===== src/rtl/fma_normalize_if.sv =====
`default_nettype none
// ============================================================================
// Module   : fma_normalize_if
// Brief    : Upstream/downstream handshake bundle for the FMA normalizer.
// Revision : 1.0
// ============================================================================
interface fma_normalize_if #(
  parameter int SUMW = 158,
  parameter int MANW = 53,
  parameter int EXPW = 13
);
  logic            in_valid;
  logic            in_ready;
  logic [SUMW-1:0] in_sum;
  logic [EXPW-1:0] in_exp;
  logic            in_sign;

  logic            out_valid;
  logic            out_ready;
  logic [MANW-1:0] out_mant;
  logic            out_guard;
  logic            out_sticky;
  logic [EXPW-1:0] out_exp;
  logic            out_sign;
  logic            out_zero;

  modport slave (
    input  in_valid, in_sum, in_exp, in_sign, out_ready,
    output in_ready, out_valid, out_mant, out_guard, out_sticky,
           out_exp, out_sign, out_zero
  );

  modport master (
    output in_valid, in_sum, in_exp, in_sign, out_ready,
    input  in_ready, out_valid, out_mant, out_guard, out_sticky,
           out_exp, out_sign, out_zero
  );
endinterface
`default_nettype wire


===== src/rtl/fma_normalize.sv =====
`default_nettype none
// ============================================================================
// Module   : fma_normalize
// Brief    : Two-stage post-add normalizer (leading-zero count, then shift).
//            Define FMA_NORM_STATS_EN to add cancellation/zero counters.
// Revision : 1.0
// ============================================================================
module fma_normalize #(
  parameter int SUMW = 158,
  parameter int MANW = 53,
  parameter int EXPW = 13
) (
  input  logic                 clk,
  input  logic                 reset,
  input  logic                 flush,
  fma_normalize_if.slave       bus
`ifdef FMA_NORM_STATS_EN
  ,
  output logic [31:0]          stat_cancel,
  output logic [31:0]          stat_zero
`endif
);

  localparam int LZW = $clog2(SUMW + 1);

  logic            s2_free;
  logic            s1_adv;
  logic            in_ready_w;
  logic            accept;
  logic [LZW-1:0]  lzc_w;
  logic [SUMW-1:0] shifted_w;

  logic            s1_valid_q, s1_valid_d;
  logic [SUMW-1:0] s1_sum_q,   s1_sum_d;
  logic [EXPW-1:0] s1_exp_q,   s1_exp_d;
  logic            s1_sign_q,  s1_sign_d;
  logic            s1_zero_q,  s1_zero_d;
  logic [LZW-1:0]  s1_lzc_q,   s1_lzc_d;

  logic            s2_valid_q,  s2_valid_d;
  logic [MANW-1:0] out_mant_q,  out_mant_d;
  logic            out_guard_q, out_guard_d;
  logic            out_sticky_q, out_sticky_d;
  logic [EXPW-1:0] out_exp_q,   out_exp_d;
  logic            out_sign_q,  out_sign_d;
  logic            out_zero_q,  out_zero_d;

  always_comb begin
    s2_free    = ~s2_valid_q | bus.out_ready;
    s1_adv     = s1_valid_q & s2_free;
    in_ready_w = (~s1_valid_q | s1_adv) & ~flush;
    accept     = bus.in_valid & in_ready_w;
  end

  // Lowest-to-highest scan: the last hit is the most significant set bit.
  always_comb begin
    lzc_w = LZW'(SUMW);
    for (int i = 0; i < SUMW; i++) begin
      if (bus.in_sum[i]) begin
        lzc_w = LZW'(SUMW - 1 - i);
      end
    end
  end

  always_comb begin
    s1_valid_d = s1_valid_q;
    s1_sum_d   = s1_sum_q;
    s1_exp_d   = s1_exp_q;
    s1_sign_d  = s1_sign_q;
    s1_zero_d  = s1_zero_q;
    s1_lzc_d   = s1_lzc_q;
    if (s1_adv) begin
      s1_valid_d = 1'b0;
    end
    if (accept) begin
      s1_valid_d = 1'b1;
      s1_sum_d   = bus.in_sum;
      s1_exp_d   = bus.in_exp;
      s1_sign_d  = bus.in_sign;
      s1_zero_d  = (bus.in_sum == '0);
      s1_lzc_d   = lzc_w;
    end
    if (flush) begin
      s1_valid_d = 1'b0;
    end
  end

  assign shifted_w = s1_sum_q << s1_lzc_q;

  always_comb begin
    s2_valid_d   = s2_valid_q;
    out_mant_d   = out_mant_q;
    out_guard_d  = out_guard_q;
    out_sticky_d = out_sticky_q;
    out_exp_d    = out_exp_q;
    out_sign_d   = out_sign_q;
    out_zero_d   = out_zero_q;
    if (bus.out_ready) begin
      s2_valid_d = 1'b0;
    end
    if (s1_adv) begin
      s2_valid_d = 1'b1;
      out_sign_d = s1_sign_q;
      if (s1_zero_q) begin
        out_mant_d   = '0;
        out_guard_d  = 1'b0;
        out_sticky_d = 1'b0;
        out_exp_d    = '0;
        out_zero_d   = 1'b1;
      end else begin
        out_mant_d   = shifted_w[SUMW-1 -: MANW];
        out_guard_d  = shifted_w[SUMW-MANW-1];
        out_sticky_d = |shifted_w[SUMW-MANW-2:0];
        // Wraps modulo 2^EXPW; range handling belongs to the rounder.
        out_exp_d    = s1_exp_q - EXPW'(s1_lzc_q);
        out_zero_d   = 1'b0;
      end
    end
    if (flush) begin
      s2_valid_d = 1'b0;
    end
  end

  always_ff @(posedge clk) begin
    if (reset) begin
      s1_valid_q   <= 1'b0;
      s1_sum_q     <= '0;
      s1_exp_q     <= '0;
      s1_sign_q    <= 1'b0;
      s1_zero_q    <= 1'b0;
      s1_lzc_q     <= '0;
      s2_valid_q   <= 1'b0;
      out_mant_q   <= '0;
      out_guard_q  <= 1'b0;
      out_sticky_q <= 1'b0;
      out_exp_q    <= '0;
      out_sign_q   <= 1'b0;
      out_zero_q   <= 1'b0;
    end else begin
      s1_valid_q   <= s1_valid_d;
      s1_sum_q     <= s1_sum_d;
      s1_exp_q     <= s1_exp_d;
      s1_sign_q    <= s1_sign_d;
      s1_zero_q    <= s1_zero_d;
      s1_lzc_q     <= s1_lzc_d;
      s2_valid_q   <= s2_valid_d;
      out_mant_q   <= out_mant_d;
      out_guard_q  <= out_guard_d;
      out_sticky_q <= out_sticky_d;
      out_exp_q    <= out_exp_d;
      out_sign_q   <= out_sign_d;
      out_zero_q   <= out_zero_d;
    end
  end

  assign bus.in_ready   = in_ready_w;
  assign bus.out_valid  = s2_valid_q;
  assign bus.out_mant   = out_mant_q;
  assign bus.out_guard  = out_guard_q;
  assign bus.out_sticky = out_sticky_q;
  assign bus.out_exp    = out_exp_q;
  assign bus.out_sign   = out_sign_q;
  assign bus.out_zero   = out_zero_q;

`ifdef FMA_NORM_STATS_EN
  logic        delivered;
  logic        s2_cancel_q, s2_cancel_d;
  logic [31:0] stat_cancel_q, stat_cancel_d;
  logic [31:0] stat_zero_q,   stat_zero_d;

  always_comb begin
    delivered     = s2_valid_q & bus.out_ready;
    s2_cancel_d   = s1_adv ? (s1_lzc_q > LZW'(MANW)) : s2_cancel_q;
    stat_cancel_d = stat_cancel_q;
    stat_zero_d   = stat_zero_q;
    // Flush still counts a result that handshakes in the same cycle.
    if (delivered && s2_cancel_q) begin
      stat_cancel_d = stat_cancel_q + 32'd1;
    end
    if (delivered && out_zero_q) begin
      stat_zero_d = stat_zero_q + 32'd1;
    end
  end

  always_ff @(posedge clk) begin
    if (reset) begin
      s2_cancel_q   <= 1'b0;
      stat_cancel_q <= '0;
      stat_zero_q   <= '0;
    end else begin
      s2_cancel_q   <= s2_cancel_d;
      stat_cancel_q <= stat_cancel_d;
      stat_zero_q   <= stat_zero_d;
    end
  end

  assign stat_cancel = stat_cancel_q;
  assign stat_zero   = stat_zero_q;
`endif

endmodule
`default_nettype wire


===== src/flat_wrapper.sv =====
// flat-port wrapper written by rule: the top's interface ports become plain ports
module fma_normalize_flat 
#(
  parameter int SUMW = 158,
  parameter int MANW = 53,
  parameter int EXPW = 13
)
  (clk, reset, flush, bus_in_valid, bus_in_sum, bus_in_exp, bus_in_sign, bus_out_ready, bus_in_ready, bus_out_valid, bus_out_mant, bus_out_guard, bus_out_sticky, bus_out_exp, bus_out_sign, bus_out_zero);
  fma_normalize_if #(.SUMW(SUMW), .MANW(MANW), .EXPW(EXPW)) bus_i ();
  input  logic clk;
  input  logic reset;
  input  logic flush;
  input wire logic [$bits(bus_i.in_valid)-1:0] bus_in_valid;
  input wire logic [$bits(bus_i.in_sum)-1:0] bus_in_sum;
  input wire logic [$bits(bus_i.in_exp)-1:0] bus_in_exp;
  input wire logic [$bits(bus_i.in_sign)-1:0] bus_in_sign;
  input wire logic [$bits(bus_i.out_ready)-1:0] bus_out_ready;
  output wire logic [$bits(bus_i.in_ready)-1:0] bus_in_ready;
  output wire logic [$bits(bus_i.out_valid)-1:0] bus_out_valid;
  output wire logic [$bits(bus_i.out_mant)-1:0] bus_out_mant;
  output wire logic [$bits(bus_i.out_guard)-1:0] bus_out_guard;
  output wire logic [$bits(bus_i.out_sticky)-1:0] bus_out_sticky;
  output wire logic [$bits(bus_i.out_exp)-1:0] bus_out_exp;
  output wire logic [$bits(bus_i.out_sign)-1:0] bus_out_sign;
  output wire logic [$bits(bus_i.out_zero)-1:0] bus_out_zero;
  assign bus_i.in_valid = bus_in_valid;
  assign bus_i.in_sum = bus_in_sum;
  assign bus_i.in_exp = bus_in_exp;
  assign bus_i.in_sign = bus_in_sign;
  assign bus_i.out_ready = bus_out_ready;
  assign bus_in_ready = bus_i.in_ready;
  assign bus_out_valid = bus_i.out_valid;
  assign bus_out_mant = bus_i.out_mant;
  assign bus_out_guard = bus_i.out_guard;
  assign bus_out_sticky = bus_i.out_sticky;
  assign bus_out_exp = bus_i.out_exp;
  assign bus_out_sign = bus_i.out_sign;
  assign bus_out_zero = bus_i.out_zero;
  fma_normalize #(.SUMW(SUMW), .MANW(MANW), .EXPW(EXPW)) u_core (.clk(clk), .reset(reset), .flush(flush), .bus(bus_i));
endmodule

===== config.mk =====
export PLATFORM = sky130hd
export DESIGN_NAME = fma_normalize_flat
export DESIGN_NICKNAME = d
export VERILOG_FILES = /design/src/rtl/fma_normalize_if.sv /design/src/rtl/fma_normalize.sv /design/src/flat_wrapper.sv
export SDC_FILE = /design/constraint.sdc
export NUM_CORES = 1
export LEC_CHECK = 0
export CAP_MARGIN = 20
export CORE_AREA = 2 2 252 316
export DETAILED_ROUTE_END_ITERATION = 6
export DIE_AREA = 0 0 254 318
export PLACE_DENSITY = 0.57
export SKIP_CTS_REPAIR_TIMING = 1
export SYNTH_ARGS = -nofsm -noshare
export SYNTH_HDL_FRONTEND = slang
export SYNTH_SLANG_ARGS = --single-unit

===== constraint.sdc =====
create_clock -name clk -period 5 [get_ports clk]
set_input_delay 0.5 -clock clk [delete_from_list [all_inputs] [get_ports clk]]
set_output_delay 0.5 -clock clk [all_outputs]
set_load 0.02 [all_outputs]

==> key figures <==
Synth
  • Synth area leader: dfxtp_1
  • Yosys top cell area share: 21.8%
  • Library cells used by synthesis: 83
  • Async SR Flop Fraction: 0%
  • Avg Cell Area, Syn: 7.99 um2
  • Post-Syn Nets: 3092
  • Synth Warn #: 0
  • Syn Inst Count: 2906
  • Top post-synthesis cells by count: nand2_1, a21oi_1, nor2_1
  • Synthesized area: 23200 um2
  • EDFF count, synth: 0
  • Share of the yosys chip area belonging to registers: ~22%
  • Most frequent cell after synthesis: nand2_1
  • Ys flop type: dfxtp_1
  • Seq cells post-synth: around 250
  • Synth top area cells: dfxtp_1, mux4_2, nand2_1, mux2i_1, a21oi_1

Power
  • Leak: 9.62 nW
  • Cell Pwr Density: 211 nW/um2
  • Peak supply drop: 0.232 mV

Place
  • Count of input and output buffers: 248
  • Dpl hpwl: 83.8 mm
  • Gpl congestion: 1.02
  • Placed Area: 26700 um2

STA
  • Final setup violation count: 0
  • Final Hold Viols: 0
  • Share of the clock period used by the worst path: around nine tenths
  • Max-slew headroom: 32.2%
  • FMAX: between 200 and 250 MHz
  • Tmin final: between 4 and 5 ns
  • RSZ-0062 raised after global routing: no
  • Slew @ Worst Pin: 1.01 ns
  • Clock skew: 0.0435 ns
  • Slew Viols, Final: 0
  • Final TNS setup: 0 ns

Worst setup path
  • R2r startpoint: u_core.s1_lzc_q[1]
  • Crit-path max FO: 80
  • Cells along the critical path: buf_4 > buf_12 > mux2_2 > nor2_1 > o311ai_0 > o21ai_0 > mux4_2 > o21ai_0 > a222oi_1 > nor2_1
  • R2R Setup Slk: 0.53 ns
  • CP max stage delay: 0.77 ns
  • Crit path kind: flop to flop
  • WP data required: 5.53 ns
  • Element type at the critical path end: flop
  • Worst endpoint data arrival time: 5.01 ns
  • Cell depth of the worst flop-to-flop path: 10
  • FF-to-FF End: u_core.bus.out_mant[48]
  • Largest delay contributor family on the critical path: compound AO/OA/AOI/OAI gates
  • Slowest stage cell, crit path: dfxtp_4
  • CP Buf/Inv Count: 2
  • Crit start category: flop

Die
  • Die height: between 300 and 400 um
  • # rows: 115
  • Initial core utilization: 29.8%
  • I/O pins: approximately 250
  • Die width: 254 um
  • Die area: 80800 um2
  • Core box area: ~80000 um2

Clock tree
  • Clk sinks: between 200 and 300
  • Clk buf depth: 3
  • Clock Latency Late Sink: 0.60 ns
  • TritonCTS clock tree: yes
  • CTS root buf: clkbuf_16
  • H-tree levels: 1
  • CTS clk-pin slew, worst paths: 0.06 ns
  • CTS Buf Count: 27

GRT
  • Grt total ovfl: 0
  • Met3 Use GR: 3.59%
  • Overall routing resource usage: 25.5%
  • Largest net degree at the start of global routing: 101
  • First-pass GRT wire length: roughly 160 mm
  • Vias in the first global route: 23200
  • Layer with the highest usage: met2
  • Initial antenna violation count: 6
  • Met2 Resource Use GR: ~41%
  • GR Layer Usage met1: between 30% and 40%

Routing
  • First-pass iteration count of the detailed router: 5
  • Wirelength per Cell: 25.9 um
  • Total Wirelength: 106 mm
  • Routed vias: approximately 24000
  • Routed vias/inst: 5.95
  • First DRT Iteration DRCs: 2625
  • Final ANT Viol Nets: 0
  • DRC Markers: 0

Run status
  • Status: finished, final reports clean

Run
  • Max-cap viol count: 0

Cells and area
  • Area Growth Syn to Fin: 19.4%
  • Final instance area: 27700 um2
  • Share of cells above drive strength 1: 14.8%
  • Fill count: 8342
  • # nets final: 3215

Hold path
  • Worst hold start: bus_in_exp[4]
  • Worst Hold End: u_core.s1_exp_q[4]
  • Hold Path Depth: 3
  • Hold WC Path Type: input pin to flop
## flip-flops by register name (all words and copies together), names as in the netlist
register,cells
u_core.bus.out_guard,1
u_core.bus.out_exp,13
u_core.bus.out_zero,1
u_core.bus.out_mant,53
u_core.bus.out_sign,1
u_core.s1_lzc_q,8
u_core.bus.out_valid,1
u_core.s1_zero_q,1
u_core.s1_sum_q,158
u_core.bus.out_sticky,1
u_core.s1_sign_q,1
u_core.s1_exp_q,13
u_core.s1_valid_q,1
## area by class of cell
cell class                      instances  area (um2)  share of cell area (%)
Clock inverter                         14         235                   0.849
Timing Repair Buffer                  335        3210                    11.6
Inverter                               52         199                   0.718
Clock buffer                           35         747                    2.69
Sequential cell                       253        5090                    18.3
Tap cell                             1053        1320                    4.75
Antenna cell                            4        10.0                  0.0361
Multi-Input combinational cell       2360       16900                    61.0
## metrics by stage
step	utilization [%]	cells	worst slack [ns]	power (mW)	hold WS [ns]
2_1_floorplan	-	2906	1.19	3.00	0.432
3_3_place_gp	34.3	4053	0.608	3.61	0.443
3_5_place_dp	34.3	4053	0.612	3.61	0.447
4_1_cts	35.5	4102	0.624	5.88	0.415
5_1_grt	35.5	4106	0.232	6.08	0.437
6_report	35.5	4106	0.526	5.86	0.447
## report_power, final
group,internal [mW],switching [mW]
clock,1.37,0.891
sequential,2.09,0.116
combinational,0.586,0.811
total,4.04,1.82
## metal layers
metal | part of all wire [%] | up-vias
li1 | - | 11100
met1 | 41 | 11900
met2 | 47 | 1170
met3 | 6.9 | 234
met4 | 5.5 | 2
met5 | 0.013 | -
## worst max-delay path by stage
stage	from	to	slack, ns	cells after the start
2_1_floorplan	u_core.s1_lzc_q[2]	u_core.bus.out_exp[12]	1.19	18
5_1_grt	u_core.s1_lzc_q[1]	u_core.bus.out_mant[48]	0.23	10
6_report	u_core.s1_lzc_q[1]	u_core.bus.out_mant[48]	0.53	10
3_5_place_dp	u_core.s1_lzc_q[1]	u_core.bus.out_sticky	0.61	11
4_1_cts	u_core.s1_lzc_q[1]	u_core.bus.out_sticky	0.62	11
3_3_place_gp	u_core.s1_lzc_q[1]	u_core.bus.out_sticky	0.61	11
## worst register-to-register path: stages (launching register included)
cell and delay (ns):
dfxtp_4 0.77, buf_4 0.45, buf_12 0.40, mux2_2 0.27, nor2_1 0.04, o311ai_0 0.63, o21ai_0 0.41, mux4_2 0.56
o21ai_0 0.65, a222oi_1 0.16, nor2_1 0.12
## cell families (layout without fill, tap and decap cells)
group / Yosys count / in the layout / share of synthesized area [%]
simple gates: 1116 / 1116 / 20.4
xor+xnor: 8 / 8 / 0.302
other cells: 0 / 4 / 0
fa+ha+maj: 9 / 9 / 0.518
flops: 253 / 253 / 21.8
buf+inv: 293 / 436 / 5.40
mux: 469 / 469 / 31.1
compound gates: 758 / 758 / 20.5
## cell usage in the layout (no fill, tap or decap), types with 11 or more instances in the layout
cell             instances
o22a_1                  11
o21a_1                  12
o211ai_1                20
nand4_1                 16
mux2i_1                176
nor2b_1                 16
nand2_1                616
dfxtp_1                246
inv_1                   46
nand2b_1                11
a31oi_1                 16
a222oi_1                16
clkbuf_16               28
nor4_1                  54
o221ai_1                12
a221oi_1                15
a21oi_1                284
nand3_1                 32
mux2_2                 101
o22ai_1                 62
clkdlybuf4s50_1        247
a22o_1                  26
o21ai_0                127
mux4_2                 188
o31ai_1                 15
a211oi_1                24
nor3_1                  36
a22oi_1                 41
buf_4                   81
nor2_1                 278
Note: power is estimated with default switching activity, not from simulation.
